`config.mk`:
```
export PLATFORM = sky130hd
export DESIGN_NAME = aer_event_packer_flat
export DESIGN_NICKNAME = d
export VERILOG_FILES = /design/src/rtl/aer_event_packer_if.sv /design/src/rtl/aer_event_packer.sv /design/src/flat_wrapper.sv
export SDC_FILE = /design/constraint.sdc
export NUM_CORES = 1
export LEC_CHECK = 0
export ABC_AREA = 1
export CORE_UTILIZATION = 40
export DETAILED_ROUTE_END_ITERATION = 7
export GPL_TIMING_DRIVEN = 1
export PLACE_DENSITY = 0.61
export SLEW_MARGIN = 15
export SYNTH_ARGS = -nofsm -noshare
export SYNTH_HDL_FRONTEND = slang
export SYNTH_SLANG_ARGS = --single-unit
export TNS_END_PERCENT = 100
```
`constraint.sdc`:
```
create_clock -name clk_i -period 3.24 [get_ports clk_i]
set_input_delay 0.324 -clock clk_i [delete_from_list [all_inputs] [get_ports clk_i]]
set_output_delay 0.324 -clock clk_i [all_outputs]
set_load 0.02 [all_outputs]
```
`src/rtl/aer_event_packer_if.sv`:
```
// Output stream of the AER event packer: valid/ready handshake carrying
// one packed word per transfer.
interface aer_event_packer_if #(
   parameter int DATA_W = 26
);
   logic              m_valid_o;
   logic              m_ready_i;
   logic [DATA_W-1:0] m_data_o;

   // Producer side (the packer)
   modport master (
      output m_valid_o,
      output m_data_o,
      input  m_ready_i
   );

   // Consumer side
   modport slave (
      input  m_valid_o,
      input  m_data_o,
      output m_ready_i
   );
endinterface

```
`src/rtl/aer_event_packer.sv`:
```
// AER event packer: stamps each granted pixel address with a free-running
// timestamp, inserts timestamp-wrap and group-end marker words, and buffers
// everything in a first-word-fall-through FIFO feeding a valid/ready stream.
// Events arriving while the FIFO is full are dropped and counted; markers
// are held pending and retried until there is room.
module aer_event_packer #(
   parameter int X_W    = 4,
   parameter int Y_W    = 4,
   parameter int TS_W   = 16,
   parameter int DEPTH  = 16,
   parameter int DROP_W = 8
) (
   input  logic                       clk_i,
   input  logic                       reset_n_i,
   input  logic                       enable_i,
   input  logic                       evt_valid_i,
   input  logic [X_W-1:0]             x_add_i,
   input  logic [Y_W-1:0]             y_add_i,
   input  logic                       grp_release_i,
   aer_event_packer_if.master         m_if,
   output logic [$clog2(DEPTH):0]     fifo_count_o,
   output logic                       overflow_o,
   output logic [DROP_W-1:0]          drop_cnt_o
);

   localparam int WORD_W = 2 + TS_W + X_W + Y_W;
   localparam int AW     = $clog2(DEPTH);
   localparam int CW     = AW + 1;

   localparam logic [1:0] KIND_EVT      = 2'b00;
   localparam logic [1:0] KIND_EVT_WRAP = 2'b01;
   localparam logic [1:0] KIND_WRAP     = 2'b10;
   localparam logic [1:0] KIND_GRP      = 2'b11;

   function automatic logic [DROP_W-1:0] sat_inc(input logic [DROP_W-1:0] v);
      return (v == '1) ? v : v + DROP_W'(1);
   endfunction

   logic [TS_W-1:0]   ts;
   logic              wrap_pend;
   logic              grp_pend;
   logic              grp_q;

   logic [WORD_W-1:0] mem [DEPTH];
   logic [AW-1:0]     wr_ptr;
   logic [AW-1:0]     rd_ptr;
   logic [CW-1:0]     count;

   logic              pop;
   logic              room;
   logic              wrap_now;
   logic              grp_rise;
   logic              push;
   logic [WORD_W-1:0] wdata;
   logic              clr_wrap;
   logic              clr_grp;
   logic              drop;

   assign pop      = (count != '0) & m_if.m_ready_i;
   // A full FIFO still accepts a word when the head leaves in the same cycle.
   assign room     = (count != CW'(DEPTH)) | pop;
   assign wrap_now = enable_i & (ts == '1);
   assign grp_rise = enable_i & grp_release_i & ~grp_q;

   // Write selection: event beats wrap marker beats group-end marker.
   always_comb begin
      push     = 1'b0;
      wdata    = '0;
      clr_wrap = 1'b0;
      clr_grp  = 1'b0;
      drop     = 1'b0;
      if (enable_i) begin
         if (evt_valid_i) begin
            if (room) begin
               push     = 1'b1;
               wdata    = {(wrap_pend ? KIND_EVT_WRAP : KIND_EVT), ts, x_add_i, y_add_i};
               clr_wrap = wrap_pend;
            end else begin
               drop = 1'b1;
            end
         end else if (wrap_pend) begin
            if (room) begin
               push     = 1'b1;
               wdata    = {KIND_WRAP, {(WORD_W-2){1'b0}}};
               clr_wrap = 1'b1;
            end
         end else if (grp_pend) begin
            if (room) begin
               push    = 1'b1;
               wdata   = {KIND_GRP, ts, {(X_W+Y_W){1'b0}}};
               clr_grp = 1'b1;
            end
         end
      end
   end

   // Timestamp, pending markers and group-release edge register.
   always_ff @(posedge clk_i or negedge reset_n_i) begin
      if (!reset_n_i) begin
         ts        <= '0;
         wrap_pend <= 1'b0;
         grp_pend  <= 1'b0;
         grp_q     <= 1'b0;
      end else begin
         grp_q <= grp_release_i;
         if (!enable_i) begin
            ts        <= '0;
            wrap_pend <= 1'b0;
            grp_pend  <= 1'b0;
         end else begin
            ts        <= ts + TS_W'(1);
            // Writing a pending marker wins over a set arriving the same cycle.
            wrap_pend <= clr_wrap ? 1'b0 : (wrap_pend | wrap_now);
            grp_pend  <= clr_grp  ? 1'b0 : (grp_pend  | grp_rise);
         end
      end
   end

   // FIFO pointers and occupancy.
   always_ff @(posedge clk_i or negedge reset_n_i) begin
      if (!reset_n_i) begin
         wr_ptr <= '0;
         rd_ptr <= '0;
         count  <= '0;
      end else begin
         if (push) wr_ptr <= wr_ptr + AW'(1);
         if (pop)  rd_ptr <= rd_ptr + AW'(1);
         case ({push, pop})
            2'b10:   count <= count + CW'(1);
            2'b01:   count <= count - CW'(1);
            default: count <= count;
         endcase
      end
   end

   // FIFO storage; contents need no reset because occupancy gates the output.
   always_ff @(posedge clk_i) begin
      if (push) mem[wr_ptr] <= wdata;
   end

   // Drop accounting for events refused by a full FIFO.
   always_ff @(posedge clk_i or negedge reset_n_i) begin
      if (!reset_n_i) begin
         drop_cnt_o <= '0;
         overflow_o <= 1'b0;
      end else if (drop) begin
         drop_cnt_o <= sat_inc(drop_cnt_o);
         overflow_o <= 1'b1;
      end
   end

   assign m_if.m_valid_o = (count != '0);
   assign m_if.m_data_o  = (count != '0) ? mem[rd_ptr] : '0;
   assign fifo_count_o   = count;

endmodule
```
`src/flat_wrapper.sv`:
```
// flat-port wrapper written by rule: the top's interface ports become plain ports
module aer_event_packer_flat 
#(
   parameter int X_W    = 4,
   parameter int Y_W    = 4,
   parameter int TS_W   = 16,
   parameter int DEPTH  = 16,
   parameter int DROP_W = 8
)
  (clk_i, reset_n_i, enable_i, evt_valid_i, x_add_i, y_add_i, grp_release_i, fifo_count_o, overflow_o, drop_cnt_o, m_if_m_valid_o, m_if_m_data_o, m_if_m_ready_i);
  aer_event_packer_if m_if_i ();
  input  logic clk_i;
  input  logic reset_n_i;
  input  logic enable_i;
  input  logic evt_valid_i;
  input  logic [X_W-1:0] x_add_i;
  input  logic [Y_W-1:0] y_add_i;
  input  logic grp_release_i;
  output logic [$clog2(DEPTH):0] fifo_count_o;
  output logic overflow_o;
  output logic [DROP_W-1:0] drop_cnt_o;
  output wire logic [$bits(m_if_i.m_valid_o)-1:0] m_if_m_valid_o;
  output wire logic [$bits(m_if_i.m_data_o)-1:0] m_if_m_data_o;
  input wire logic [$bits(m_if_i.m_ready_i)-1:0] m_if_m_ready_i;
  assign m_if_m_valid_o = m_if_i.m_valid_o;
  assign m_if_m_data_o = m_if_i.m_data_o;
  assign m_if_i.m_ready_i = m_if_m_ready_i;
  aer_event_packer #(.X_W(X_W), .Y_W(Y_W), .TS_W(TS_W), .DEPTH(DEPTH), .DROP_W(DROP_W)) u_core (.clk_i(clk_i), .reset_n_i(reset_n_i), .enable_i(enable_i), .evt_valid_i(evt_valid_i), .x_add_i(x_add_i), .y_add_i(y_add_i), .grp_release_i(grp_release_i), .m_if(m_if_i), .fifo_count_o(fifo_count_o), .overflow_o(overflow_o), .drop_cnt_o(drop_cnt_o));
endmodule
```
Yosys cells after proc, flatten, opt, wreduce, memory -nomap -nowiden
Memories as Yosys holds them, arrays and structs flattened.
Index checks and enable logic that the tools add are counted.
{ "word_totals": {"mem_bits_rw": 416, "memories": 1, "word_cells": 65, "regBits": 41, "in_bits": 14} }
{ "classes": {"n_eq_ne": 5, "n_addsub": 6, "bitwise_logic": 9, "n_reduce_logical": 3, "mux": 32} }
{ "memory_table": {"columns": ["memory", "depth", "word_bits", "read_ports", "rd_clocked_by_memory_dff", "write_ports", "line_no", "text"], "rows": [
  ["u_core.mem", 16, 26, 1, 0, 1, "aer_event_packer.sv:44", "logic [WORD_W-1:0] mem [DEPTH];"]
]} }
{ "op_table": {"columns": ["op", "n"], "rows": [
  ["$mux W26", 8],
  ["$mux W1", 22],
  ["$add A16 B1 Y16 const B", 1],
  ["$eq A16 B16 Y1 const B", 1],
  ["$mux W16", 1],
  ["$pmux W5 S2", 1],
  ["$add A4 B1 Y4 const B", 2],
  ["$add A8 B1 Y8 const B", 1],
  ["$eq A8 B8 Y1 const B", 1],
  ["$add A5 B1 Y5 const B", 1],
  ["$ne A5 B5 Y1 const B", 1],
  ["$reduce_bool A5 Y1", 1],
  ["$sub A5 B1 Y5 const B", 1],
  ["$and A1 B1 Y1", 4],
  ["$or A1 B1 Y1", 3],
  ["$eq A2 B1 Y1 const B", 1],
  ["$eq A2 B2 Y1 const B", 1],
  ["$not A1 Y1", 2],
  ["$reduce_and A2 Y1", 1],
  ["$reduce_bool A2 Y1", 1]
]} }

Depth between registers and ports, before layout
Gate-level depths: netlist (run 1).
{ "depth": {"word_depth": 10, "ltp_mapped": 18} }

Worst setup path before layout (run 1)
Ideal clock, no wire load.
{ "synth_timing": {"kind": "register to register", "start": "register u_core.count[2] (netlist: u_core.fifo_count_o[2])", "end": "memory u_core.mem[10][0] in the netlist's numbering, enable pin", "path_stages_with_launch": 8, "path_slack_ns": 0.506, "arrival_ns": 2.325, "path_buffers": 1, "cell_sequence": "dfrtp_1 inv_1 nand4_4 o31ai_2 nor2_4 inv_4 buf_6 nor2_1"} }
{ "synth_via": {"elab_chain_cells": 10, "elab_cells_between_ends": 11, "classes_between": "eq/ne: 1; mux: 7; bitwise: 2; reduce/logical: 1"} }
{ "synth_lines": {"columns": ["element", "line_no", "text"], "rows": [
  ["from (decl)", "aer_event_packer.sv:47", "logic [CW-1:0] count;"],
  ["from (signal assigned)", "aer_event_packer.sv:129", "2'b10: count <= count + CW'(1);"],
  ["from (signal assigned)", "aer_event_packer.sv:130", "2'b01: count <= count - CW'(1);"],
  ["from (signal assigned)", "aer_event_packer.sv:131", "default: count <= count;"],
  ["$reduce_bool A5 Y1", "aer_event_packer.sv:59", "assign pop = (count != '0) & m_if.m_ready_i;"],
  ["$and A1 B1 Y1", "aer_event_packer.sv:59", null],
  ["$or A1 B1 Y1 (*)", "aer_event_packer.sv:61", "assign room = (count != CW'(DEPTH)) | pop;"],
  ["$mux W1 (*)", "aer_event_packer.sv:74, aer_event_packer.sv:82, aer_event_packer.sv:88", null],
  ["$mux W1", "aer_event_packer.sv:87", "end else if (grp_pend) begin"],
  ["$mux W1", "aer_event_packer.sv:81", "end else if (wrap_pend) begin"],
  ["$mux W1 (*)", "aer_event_packer.sv:73", "if (evt_valid_i) begin"],
  ["$mux W1 (*)", "aer_event_packer.sv:72", "if (enable_i) begin"],
  ["$mux W1 (*)", "aer_event_packer.sv:138", "if (push) mem[wr_ptr] <= wdata;"],
  ["$mux W1 (not written as such) (*)", "aer_event_packer.sv:138", null],
  ["to (decl)", "aer_event_packer.sv:44", null]
]} }
Every way passes the cells marked *; elsewhere a longest branch is shown, timed or not.

Final worst setup path (run 1)
{ "layout_timing": {"start": "register u_core.rd_ptr[1]", "end": "output port m_if_m_data_o[21]"} }
{ "layout_via": {"elab_chain_cells": 2} }
{ "layout_lines": {"columns": ["element", "line_no", "text"], "rows": [
  ["from (decl)", "aer_event_packer.sv:46", "logic [AW-1:0] rd_ptr;"],
  ["from (signal assigned)", "aer_event_packer.sv:127", "if (pop) rd_ptr <= rd_ptr + AW'(1);"],
  ["$mem_v2 Z16 W26", null, null],
  ["$mux W26", "aer_event_packer.sv:153", "assign m_if.m_data_o = (count != '0) ? mem[rd_ptr] : '0;"],
  ["to (decl)", "flat_wrapper.sv:23", "output wire logic [$bits(m_if_i.m_data_o)-1:0] m_if_m_data_o;"]
]} }
No other way between the ends.

==> results_dict.tcl, run 1 <==
set metrics [dict create \
    outcome "finished clean" \
    hpwl_um 26600 \
    nets 1862 \
    die_w_um 223 \
    gp_congestion 0.785 \
    hold_path.class "in -> reg" \
    critical_path.cell_chain "clkinv_2 -> buf_4 -> nand3_1 -> nand3_1 -> nand2_1 -> nand2_1 -> a21oi_2 -> clkdlybuf4s50_1" \
    cp_data_required_time_ns 2.92 \
    finalWorstSetupSlack_ns 0.0779 \
    dr.pass1.iters 5 \
    port_buffers 54 \
    fin_total_pwr_mw 19.3 \
    power.leakage_nw 8.66 \
    timing.critical_path.to_type "output port" \
    area_delta_synth_final_pct 16.7 \
    timing.critical_path.max_delay_family "buffers and inverters" \
    clock_insertion_delay_worst_skew_ns 0.59 \
    placementRows 80 \
    grtUsageTotal 0.194 \
    antenna_found_initial 0 \
    crit_path_max_fanout 20 \
    unique_cell_type_count_in_the_yosys_netlist 38 \
    worstSetupPathType "reg -> out" \
    detailedRoute.firstIterationViolations 1187 \
    overflow 0 \
    fin_setup_tns_ns 0 \
    drt.antenna.violating_nets 0 \
    number_of_flops_mapped_to_enable_cells_by_yosys 416 \
    h-tree-depth 2 \
    ys.warnings.count 0 \
    fp.dieArea_mm2 0.0497 \
    grt_setup_unrepaired "false" \
    avgViaCountPerCell 5.26 \
    yosysSeqAreaShare 0.693 \
    ys.flop_type "sky130_fd_sc_hd__edfxtp_1" \
    postRouteWirelength_um 47800 \
    worst_path_largest_cell_delay_ns 0.65 \
    first_global_vias 12546 \
    antenna_cells 0 \
    cts_buffers 47 \
    tightest_slew_ns 1.14 \
    syn_area_per_cell_um2 11.1 \
    async_flop_share 0.0897 \
    finalHoldViolCount 0 \
    initial_core_utilization 0.407 \
    maxCapViolCount 0 \
    post_synth_inst_count 1759 \
    max-clock-path-buffers 3 \
    max_freq_ghz 0.316 \
    flops_latches_synth 457 \
    timing.critical_path.arrival_ns 2.84 \
    cts.sinks 457 \
    post-route-drc-count 0 \
    final_max_slew_viol_count 0 \
    postSynthNetCount 1784 \
    clk_pin_slew_ns 0.06 \
    max-slew-margin-rel 0.234 \
    grt_max_degree 73 \
    num_vias 13087 \
    minimum_clock_period_after_layout_ns 3.16 \
    tritoncts "yes" \
    grt_first_pass_wirelength_um 73400 \
    avgRoutedWirePerCell_um 19.2 \
    critPathBufInv 3 \
    syn-cell-area_mm2 0.0195 \
    crit_path_top_delay_cell "sky130_fd_sc_hd__clkdlybuf4s50_1" \
    postcts_setup_bufs 0 \
    fin_crit_sh 0.976 \
    floorplan.io_pins 55 \
    cp-start-kind "flop" \
    pre_cts_slack_ns 0.394 \
    finalSetupViolCount 0 \
    core_region_area_mm2 0.0479 \
    power-per-cell-area_mw_per_mm2 847 \
    finalClockSkew_ns 0.0211 \
    worst_ir_drop_vdd_mv 0.543 \
    clock_tree.root_cell "sky130_fd_sc_hd__clkbuf_16" \
    post_route_cells_drive_above_1_share 0.108 \
    die_h_um 223 \
]
## cell type report
| cell class | count | area [µm²] |
|---|---|---|
| clock inverters | 24 | 180 |
| multi-input cells | 1148 | 5370 |
| repair buffers | 126 | 1450 |
| well taps | 615 | 769 |
| fillers | 4215 | 25200 |
| inverters | 57 | 230 |
| flip-flops and latches | 457 | 13500 |
| clock buffers | 62 | 1250 |
## cell usage after synthesis, types with 11 or more instances
| cell | n | area share |
|---|---|---|
| sky130_fd_sc_hd__nand3_1 | 354 | 0.091 |
| sky130_fd_sc_hd__nand2_2 | 11 | 0.0035 |
| sky130_fd_sc_hd__ha_1 | 11 | 0.0071 |
| sky130_fd_sc_hd__nand2_1 | 605 | 0.12 |
| sky130_fd_sc_hd__a21oi_1 | 22 | 0.0056 |
| sky130_fd_sc_hd__inv_1 | 47 | 0.0090 |
| sky130_fd_sc_hd__nor2_1 | 72 | 0.014 |
| sky130_fd_sc_hd__o21ai_0 | 11 | 0.0028 |
| sky130_fd_sc_hd__xor2_1 | 12 | 0.0054 |
| sky130_fd_sc_hd__dfrtp_1 | 41 | 0.053 |
| sky130_fd_sc_hd__buf_4 | 17 | 0.0065 |
| sky130_fd_sc_hd__edfxtp_1 | 416 | 0.64 |
| sky130_fd_sc_hd__buf_2 | 56 | 0.014 |
## state kept, by name, summed over array words and instances (netlist names)
name	flops
u_core.drop_cnt_o	8
u_core.fifo_count_o	5
u_core.grp_pend	1
u_core.grp_q	1
u_core.mem	416
u_core.overflow_o	1
u_core.rd_ptr	4
u_core.ts	16
u_core.wr_ptr	4
u_core.wrap_pend	1
## power breakdown
group | total, mW | leakage (nW) | switching (mW) | internal, mW
Sequential | 7.05 | 4.38 | 0.279 | 6.77
Clock | 5.06 | 0.691 | 2.18 | 2.88
Combinational | 7.19 | 3.59 | 4.67 | 2.52
## layout by cell type (no fill, tap or decap), drive strengths merged
cell type / instances
dlygate4sd2: 11
bufinv: 2
dlymetal6s2s: 8
dfrtp: 41
o21bai: 1
nor2: 78
nand4: 10
xor2: 12
nand2: 617
dlygate4sd3: 1
a21oi: 32
clkbuf: 65
o31ai: 1
edfxtp: 416
clkdlybuf4s50: 34
clkinv: 20
ha: 11
clkinvlp: 3
inv: 56
xnor2: 5
nor3: 6
a21boi: 1
buf: 69
nand3: 357
o21ai: 15
or2: 1
o211ai: 1
## per-stage QoR
stage          utilization  std cells  hold slack (ns)  instance area [µm²]
2_1_floorplan            -       1759           0.0284                19500
3_3_place_gp         0.442       2399            0.456                21200
3_5_place_dp         0.442       2399            0.453                21200
4_1_cts              0.472       2486            0.205                22600
5_1_grt              0.475       2489            0.229                22800
6_report             0.475       2489            0.220                22800
## cells by family (layout without fill, tap and decap cells)
| logic type | count (synthesis) | after routing | synth area share |
|---|---|---|---|
| AOI/OAI and AO/OA | 51 | 51 | 0.0158 |
| buffers and inverters | 154 | 269 | 0.0392 |
| xor gates and xnor gates | 17 | 17 | 0.00763 |
| DFF | 457 | 457 | 0.693 |
| adders and majority gates | 11 | 11 | 0.00705 |
| and+or+nand+nor | 1069 | 1069 | 0.238 |
## path summary, 6_finish.rpt
check,start,to,slack (ns),cells past startpoint
worst max-delay path,u_core.rd_ptr[1]$_DFFE_PN0P_,m_if_m_data_o[21],0.08,8
worst min-delay path,grp_release_i,u_core.grp_q$_DFF_PN0_,0.22,1
worst max register to register,u_core.fifo_count_o[0]$_DFFE_PN0P_,u_core.fifo_count_o[4]$_DFFE_PN0P_,0.77,16
worst min register to register,u_core.overflow_o$_DFFE_PN0P_,u_core.overflow_o$_DFFE_PN0P_,0.48,1
max in group asynchronous,reset_n_i,u_core.rd_ptr[1]$_DFFE_PN0P_,2.05,2
min in group asynchronous,reset_n_i,u_core.ts[10]$_DFF_PN0_,0.46,2
## timing repair
action,CTS,global route
gates cloned,0,3
setup endpoints to repair,23,15
gates resized for setup,18,14
hold endpoints to repair,41,0
hold buffers,1,0
## per-layer routing
| metal | track usage | vias up | wire, µm |
|---|---|---|---|
| met2 | 0.321 | 439 | 23000 |
| met3 | 0.0287 | 73 | 3180 |
| met4 | 0.0623 | 0 | 1100 |
| met1 | 0.262 | 6354 | 20600 |
| met5 | 0 | - | 0 |
| li1 | - | 6221 | - |
(Power assumes the default switching activity.)
==> run 2: changes to the inputs <==
- CORE_MARGIN: default -> 3
- CORE_UTILIZATION: 40 -> 50
- PLACE_DENSITY: 0.61 -> 0.72
- SETUP_SLACK_MARGIN: default -> 0.1
==> results_dict.tcl, run 2 (synthesis results as in run 1) <==
set metrics [dict create \
    avgRoutedWirePerCell_um 19.9 \
    pre_cts_slack_ns 0.484 \
    detailedRoute.firstIterationViolations 1328 \
    num_vias 13423 \
    crit_path_max_fanout 59 \
    fillCellCount 2997 \
    overflow 0 \
    power.leakage_nw 8.67 \
    post_route_cells_drive_above_1_share 0.104 \
    layout_commonest_cell "sky130_fd_sc_hd__nand2_1" \
    timing.critical_path.to_type "output port" \
    h-tree-depth 2 \
    maxCapViolCount 0 \
    fp.dieArea_mm2 0.0414 \
    avgViaCountPerCell 5.66 \
    hpwl_um 25700 \
    grtUsageMet3 0.0433 \
    finalSetupViolCount 0 \
    drt.antenna.violating_nets 0 \
    globalRoute.busiestLayer "met2" \
    cp-start-kind "flop" \
    sequentialPowerShare 0.366 \
    antenna_found_initial 0 \
    clock_insertion_delay_worst_skew_ns 0.55 \
    biggestRegsByFlops "u_core.mem (416), u_core.ts (16), u_core.drop_cnt_o (8)" \
    minimum_clock_period_after_layout_ns 3.08 \
    cts_buffers 46 \
    floorplan.io_pins 55 \
    cp_data_required_time_ns 2.92 \
    grtUsageTotal 0.229 \
    commonest_cells_after_routing_fill_and_taps_aside "sky130_fd_sc_hd__nand2_1 (605), sky130_fd_sc_hd__edfxtp_1 (416), sky130_fd_sc_hd__nand3_1 (354), sky130_fd_sc_hd__nor2_1 (52)" \
    placementRows 71 \
    die_w_um 204 \
    tightest_slew_ns 1.21 \
    cts.sinks 457 \
    max-slew-margin-rel 0.190 \
    die_h_um 204 \
    worst_ir_drop_vdd_mv 0.649 \
    gp_congestion 0.839 \
    clock_power_share 0.259 \
    postRouteWirelength_um 47200 \
    fin_setup_tns_ns 0 \
    postLayoutCoreUtil 0.591 \
    largest_reg_flops 416 \
    power-per-cell-area_mw_per_mm2 851 \
    finalClockSkew_ns 0.00901 \
    outcome "finished clean" \
    max_freq_ghz 0.325 \
    initial_core_utilization 0.512 \
    pwr-share-comb 0.375 \
    p_int_mw 12.1 \
    first_global_vias 13271 \
    clock_tree.root_cell "sky130_fd_sc_hd__clkbuf_16" \
    timing.critical_path.arrival_ns 2.75 \
    worstSetupPathType "reg -> out" \
    post-route-drc-count 0 \
    final_max_slew_viol_count 0 \
    max_flop_register "u_core.mem" \
    switchingPower_mw 7.09 \
    antenna_cells 0 \
    hold_path.class "in -> reg" \
    grt_max_degree 75 \
    finalHoldViolCount 0 \
    clk_pin_slew_ns 0.06 \
    nets 1852 \
    area_delta_synth_final_pct 15.4 \
    tritoncts "yes" \
    grt_setup_unrepaired "true" \
    port_buffers 54 \
    grt_first_pass_wirelength_um 74100 \
    max-clock-path-buffers 3 \
    dr.pass1.iters 5 \
    power.share.switching 0.370 \
    gr-usage-met2 0.374 \
    fin_crit_sh 0.949 \
    grt_met1_usage 0.314 \
    fin_total_pwr_mw 19.2 \
    timing.hold.ws_ns 0.243 \
    core_region_area_mm2 0.0381 \
    finalWorstSetupSlack_ns 0.164 \
]
==> run 2: cell count changes in the layout (fill, tap and decap cells not counted), moves of 2 or more <==
cell	delta
sky130_fd_sc_hd__buf_12	+5
sky130_fd_sc_hd__buf_16	-2
sky130_fd_sc_hd__buf_4	-9
sky130_fd_sc_hd__buf_6	+2
sky130_fd_sc_hd__buf_8	-3
sky130_fd_sc_hd__clkbuf_1	-6
sky130_fd_sc_hd__clkbuf_16	-4
sky130_fd_sc_hd__clkdlybuf4s50_1	-5
sky130_fd_sc_hd__clkinv_2	+3
sky130_fd_sc_hd__clkinv_8	-2
sky130_fd_sc_hd__clkinvlp_4	-2
sky130_fd_sc_hd__dlygate4sd2_1	-2
sky130_fd_sc_hd__dlymetal6s2s_1	+7
==> run 2: final cells by class <==
class                      count  area (µm²)  area share
sequential                   457       13500       0.600
multi-input combinational   1148        5370       0.238
timing repair buffer         117        1390      0.0615
clock buffer                  56        1220      0.0541
tap                          511         639      0.0284
inverter                      57         225      0.0100
clock inverter                25         168     0.00744
==> run 2: final timing paths <==
check,startpoint,to,slack (ns),cells after the start
hold / removal,grp_release_i,u_core.grp_q$_DFF_PN0_,0.24,1
max in group asynchronous,reset_n_i,u_core.rd_ptr[0]$_DFFE_PN0P_,2.04,2
hold reg to reg,u_core.overflow_o$_DFFE_PN0P_,u_core.overflow_o$_DFFE_PN0P_,0.48,1
min in group asynchronous,reset_n_i,u_core.ts[6]$_DFF_PN0_,0.48,2
setup / recovery,u_core.rd_ptr[0]$_DFFE_PN0P_,m_if_m_data_o[1],0.16,9
setup reg to reg,u_core.fifo_count_o[0]$_DFFE_PN0P_,u_core.fifo_count_o[4]$_DFFE_PN0P_,0.73,17
==> run 2: power groups by stage <==
stage          combinational [mW]  clock [mW]  sequential (mW)
6_report                     7.19        4.97             7.01
2_1_floorplan                4.73           0             7.08
4_1_cts                      7.25        5.03             7.01
3_3_place_gp                 7.06           0             7.13
3_5_place_dp                 7.17           0             7.14
5_1_grt                      7.89        5.27             7.04
==> run 2: through the flow <==
step | cells | instance area, µm²
floorplan | 1759 | 19500
global placement | 2287 | 21000
detailed placement | 2287 | 21000
CTS | 2371 | 22500
global route | 2371 | 22500
finish | 2371 | 22500
==> run 2: repair_timing <==
action / 4_1_cts / 5_1_grt
resized for setup: 13 / 16
endpoints found under the hold margin: 41 / 0
buffers inserted: 1 / 0
pin swaps: 0 / 0
cloned: 1 / 0
hold buffers: 1 / 0
setup endpoints to repair: 17 / 16
==> run 2: critical path, stage by stage (launching register included) <==
cell and delay [ns]:
sky130_fd_sc_hd__dfrtp_4 0.51, sky130_fd_sc_hd__buf_16 0.28, sky130_fd_sc_hd__buf_6 0.24, sky130_fd_sc_hd__nand2_1 0.09, sky130_fd_sc_hd__nand3_1 0.09, sky130_fd_sc_hd__nand3_1 0.09
sky130_fd_sc_hd__nand2_1 0.07, sky130_fd_sc_hd__nand2_1 0.05, sky130_fd_sc_hd__a21oi_1 0.15, sky130_fd_sc_hd__clkdlybuf4s50_1 0.63
==> run 2: per-layer routing <==
layer  up-vias  share of wire
met1      6482           0.40
met2       645           0.48
met4         0          0.027
met3       105          0.097
li1       6191              -
met5         -              0
==> run 3: changes to the inputs <==
- SKIP_CTS_REPAIR_TIMING: default -> 1
==> results_dict.tcl, run 3 (synthesis results as in run 1) <==
set metrics [dict create \
    finalClockSkew_ns 0.0115 \
    pwr-share-comb 0.377 \
    tritoncts "yes" \
    critPathBufInv 3 \
    hold_path.class "in -> async" \
    fp.dieArea_mm2 0.0414 \
    timing.critical_path.max_delay_family "buffers and inverters" \
    dpl.cell_count 2287 \
    worstSetupPathType "reg -> out" \
    clock_tree.root_cell "sky130_fd_sc_hd__clkbuf_16" \
    max-slew-margin-rel 0.216 \
    drt.antenna.violating_nets 0 \
    cp_data_required_time_ns 2.92 \
    power-per-cell-area_mw_per_mm2 854 \
    num_vias 13374 \
    clock_power_share 0.259 \
    grt_setup_unrepaired "false" \
    post-route-drc-count 0 \
    cts.sinks 457 \
    core_region_area_mm2 0.0381 \
    power.leakage_nw 8.73 \
    timing.critical_path.to_type "output port" \
    critical_path.cell_chain "inv_8 -> clkbuf_16 -> nand2_1 -> nand3_1 -> nand3_1 -> nand2_1 -> nand2_1 -> a21oi_2 -> clkdlybuf4s50_1" \
    h-tree-depth 2 \
    max_flop_register "u_core.mem" \
    gp_congestion 0.839 \
    postLayoutCoreUtil 0.591 \
    overflow 0 \
    worst_path_largest_cell_delay_ns 0.62 \
    post_dp_cell_area_mm2 0.0210 \
    initial_core_utilization 0.512 \
    outcome "complete, but fails checks" \
    die_w_um 204 \
    fin_total_pwr_mw 19.2 \
    first_global_vias 13227 \
    clock_insertion_delay_worst_skew_ns 0.55 \
    cp-start-kind "flop" \
    cp_common_cell "sky130_fd_sc_hd__nand2_1" \
    minimum_clock_period_after_layout_ns 3.04 \
    pre_cts_slack_ns 0.484 \
    placementRows 71 \
    layout_commonest_cell "sky130_fd_sc_hd__nand2_1" \
    rrSetupSlack_ns 0.73 \
    power.share.switching 0.370 \
    max_freq_ghz 0.329 \
    port_buffers 54 \
    crit_path_top_delay_cell "sky130_fd_sc_hd__clkdlybuf4s50_1" \
    fin_crit_sh 0.937 \
    timing.critical_path.arrival_ns 2.71 \
    tightest_slew_ns 1.17 \
    grt_max_degree 75 \
    timing.hold.ws_ns -0.0648 \
    dr.pass1.iters 5 \
    grtUsageTotal 0.227 \
    commonest_cells_after_routing_fill_and_taps_aside "sky130_fd_sc_hd__nand2_1 (605), sky130_fd_sc_hd__edfxtp_1 (416), sky130_fd_sc_hd__nand3_1 (354), sky130_fd_sc_hd__nor2_1 (52), sky130_fd_sc_hd__clkbuf_16 (48)" \
    finalSetupViolCount 0 \
    avgRoutedWirePerCell_um 20.0 \
    maxCapViolCount 0 \
    violations "negative hold slack" \
    post_route_cells_drive_above_1_share 0.104 \
    fin_setup_tns_ns 0 \
    largest_reg_flops 416 \
    detailedRoute.firstIterationViolations 1296 \
    die_h_um 204 \
    sequentialPowerShare 0.364 \
    postRouteWirelength_um 47400 \
    final_max_slew_viol_count 0 \
    biggestRegsByFlops "u_core.mem (416), u_core.ts (16), u_core.drop_cnt_o (8)" \
    area_delta_synth_final_pct 15.5 \
    antenna_cells 0 \
    crit_path_max_fanout 29 \
    avgViaCountPerCell 5.64 \
    antenna_found_initial 0 \
    hpwl_um 25700 \
    p_int_mw 12.1 \
    grt_first_pass_wirelength_um 73700 \
    nets 1851 \
    finalWorstSetupSlack_ns 0.204 \
    stdcell_count 2370 \
    final_area_mm2 0.0225 \
    switchingPower_mw 7.11 \
    clk_pin_slew_ns 0.06 \
    cts_buffers 46 \
    floorplan.io_pins 55 \
    finalHoldViolCount 41 \
    worst_ir_drop_vdd_mv 0.648 \
    max-clock-path-buffers 3 \
]
## run 3: changes by cell type in the layout (fill, tap and decap cells not counted), sizes merged
cell / before / now
bufbuf: 1 / 0
dlymetal6s2s: 15 / 23
clkdlybuf4s50: 29 / 30
dlygate4sd2: 9 / 0
dlygate4sd3: 1 / 0
clkbuf: 56 / 57
## run 3: final timing paths
check / cells after the start / startpoint / endpoint
worst max-delay path: 9 / u_core.rd_ptr[0]$_DFFE_PN0P_ / m_if_m_data_o[9]
worst min-delay path: 1 / reset_n_i / u_core.ts[6]$_DFF_PN0_
worst max register to register: 17 / u_core.fifo_count_o[0]$_DFFE_PN0P_ / u_core.fifo_count_o[4]$_DFFE_PN0P_
worst min register to register: 1 / u_core.overflow_o$_DFFE_PN0P_ / u_core.overflow_o$_DFFE_PN0P_
max in group asynchronous: 1 / reset_n_i / u_core.rd_ptr[0]$_DFFE_PN0P_
min in group clk_i: 1 / grp_release_i / u_core.grp_q$_DFF_PN0_
## run 3: layer usage
layer | vias up | global-route usage | share of wire
met5 | - | 0 | 0
met4 | 0 | 0.0720 | 0.028
met3 | 106 | 0.0434 | 0.099
met2 | 677 | 0.370 | 0.47
met1 | 6398 | 0.314 | 0.40
li1 | 6193 | - | -
## run 3: power groups by stage
stage	logic, mW	clock network, mW	registers (mW)
6_report	7.26	4.97	7.01
5_1_grt	7.94	5.27	7.04
4_1_cts	7.21	5.03	7.02
3_5_place_dp	7.17	0	7.14
3_3_place_gp	7.06	0	7.13
2_1_floorplan	4.73	0	7.08
## run 3: area by class of cell
type | instances | area (µm²)
Sequential cell | 457 | 13500
Clock buffer | 56 | 1220
Multi-Input combinational cell | 1148 | 5370
Timing Repair Buffer | 116 | 1400
Inverter | 57 | 225
Clock inverter | 25 | 168
Tap cell | 511 | 639
Fill cell | 2988 | 15600
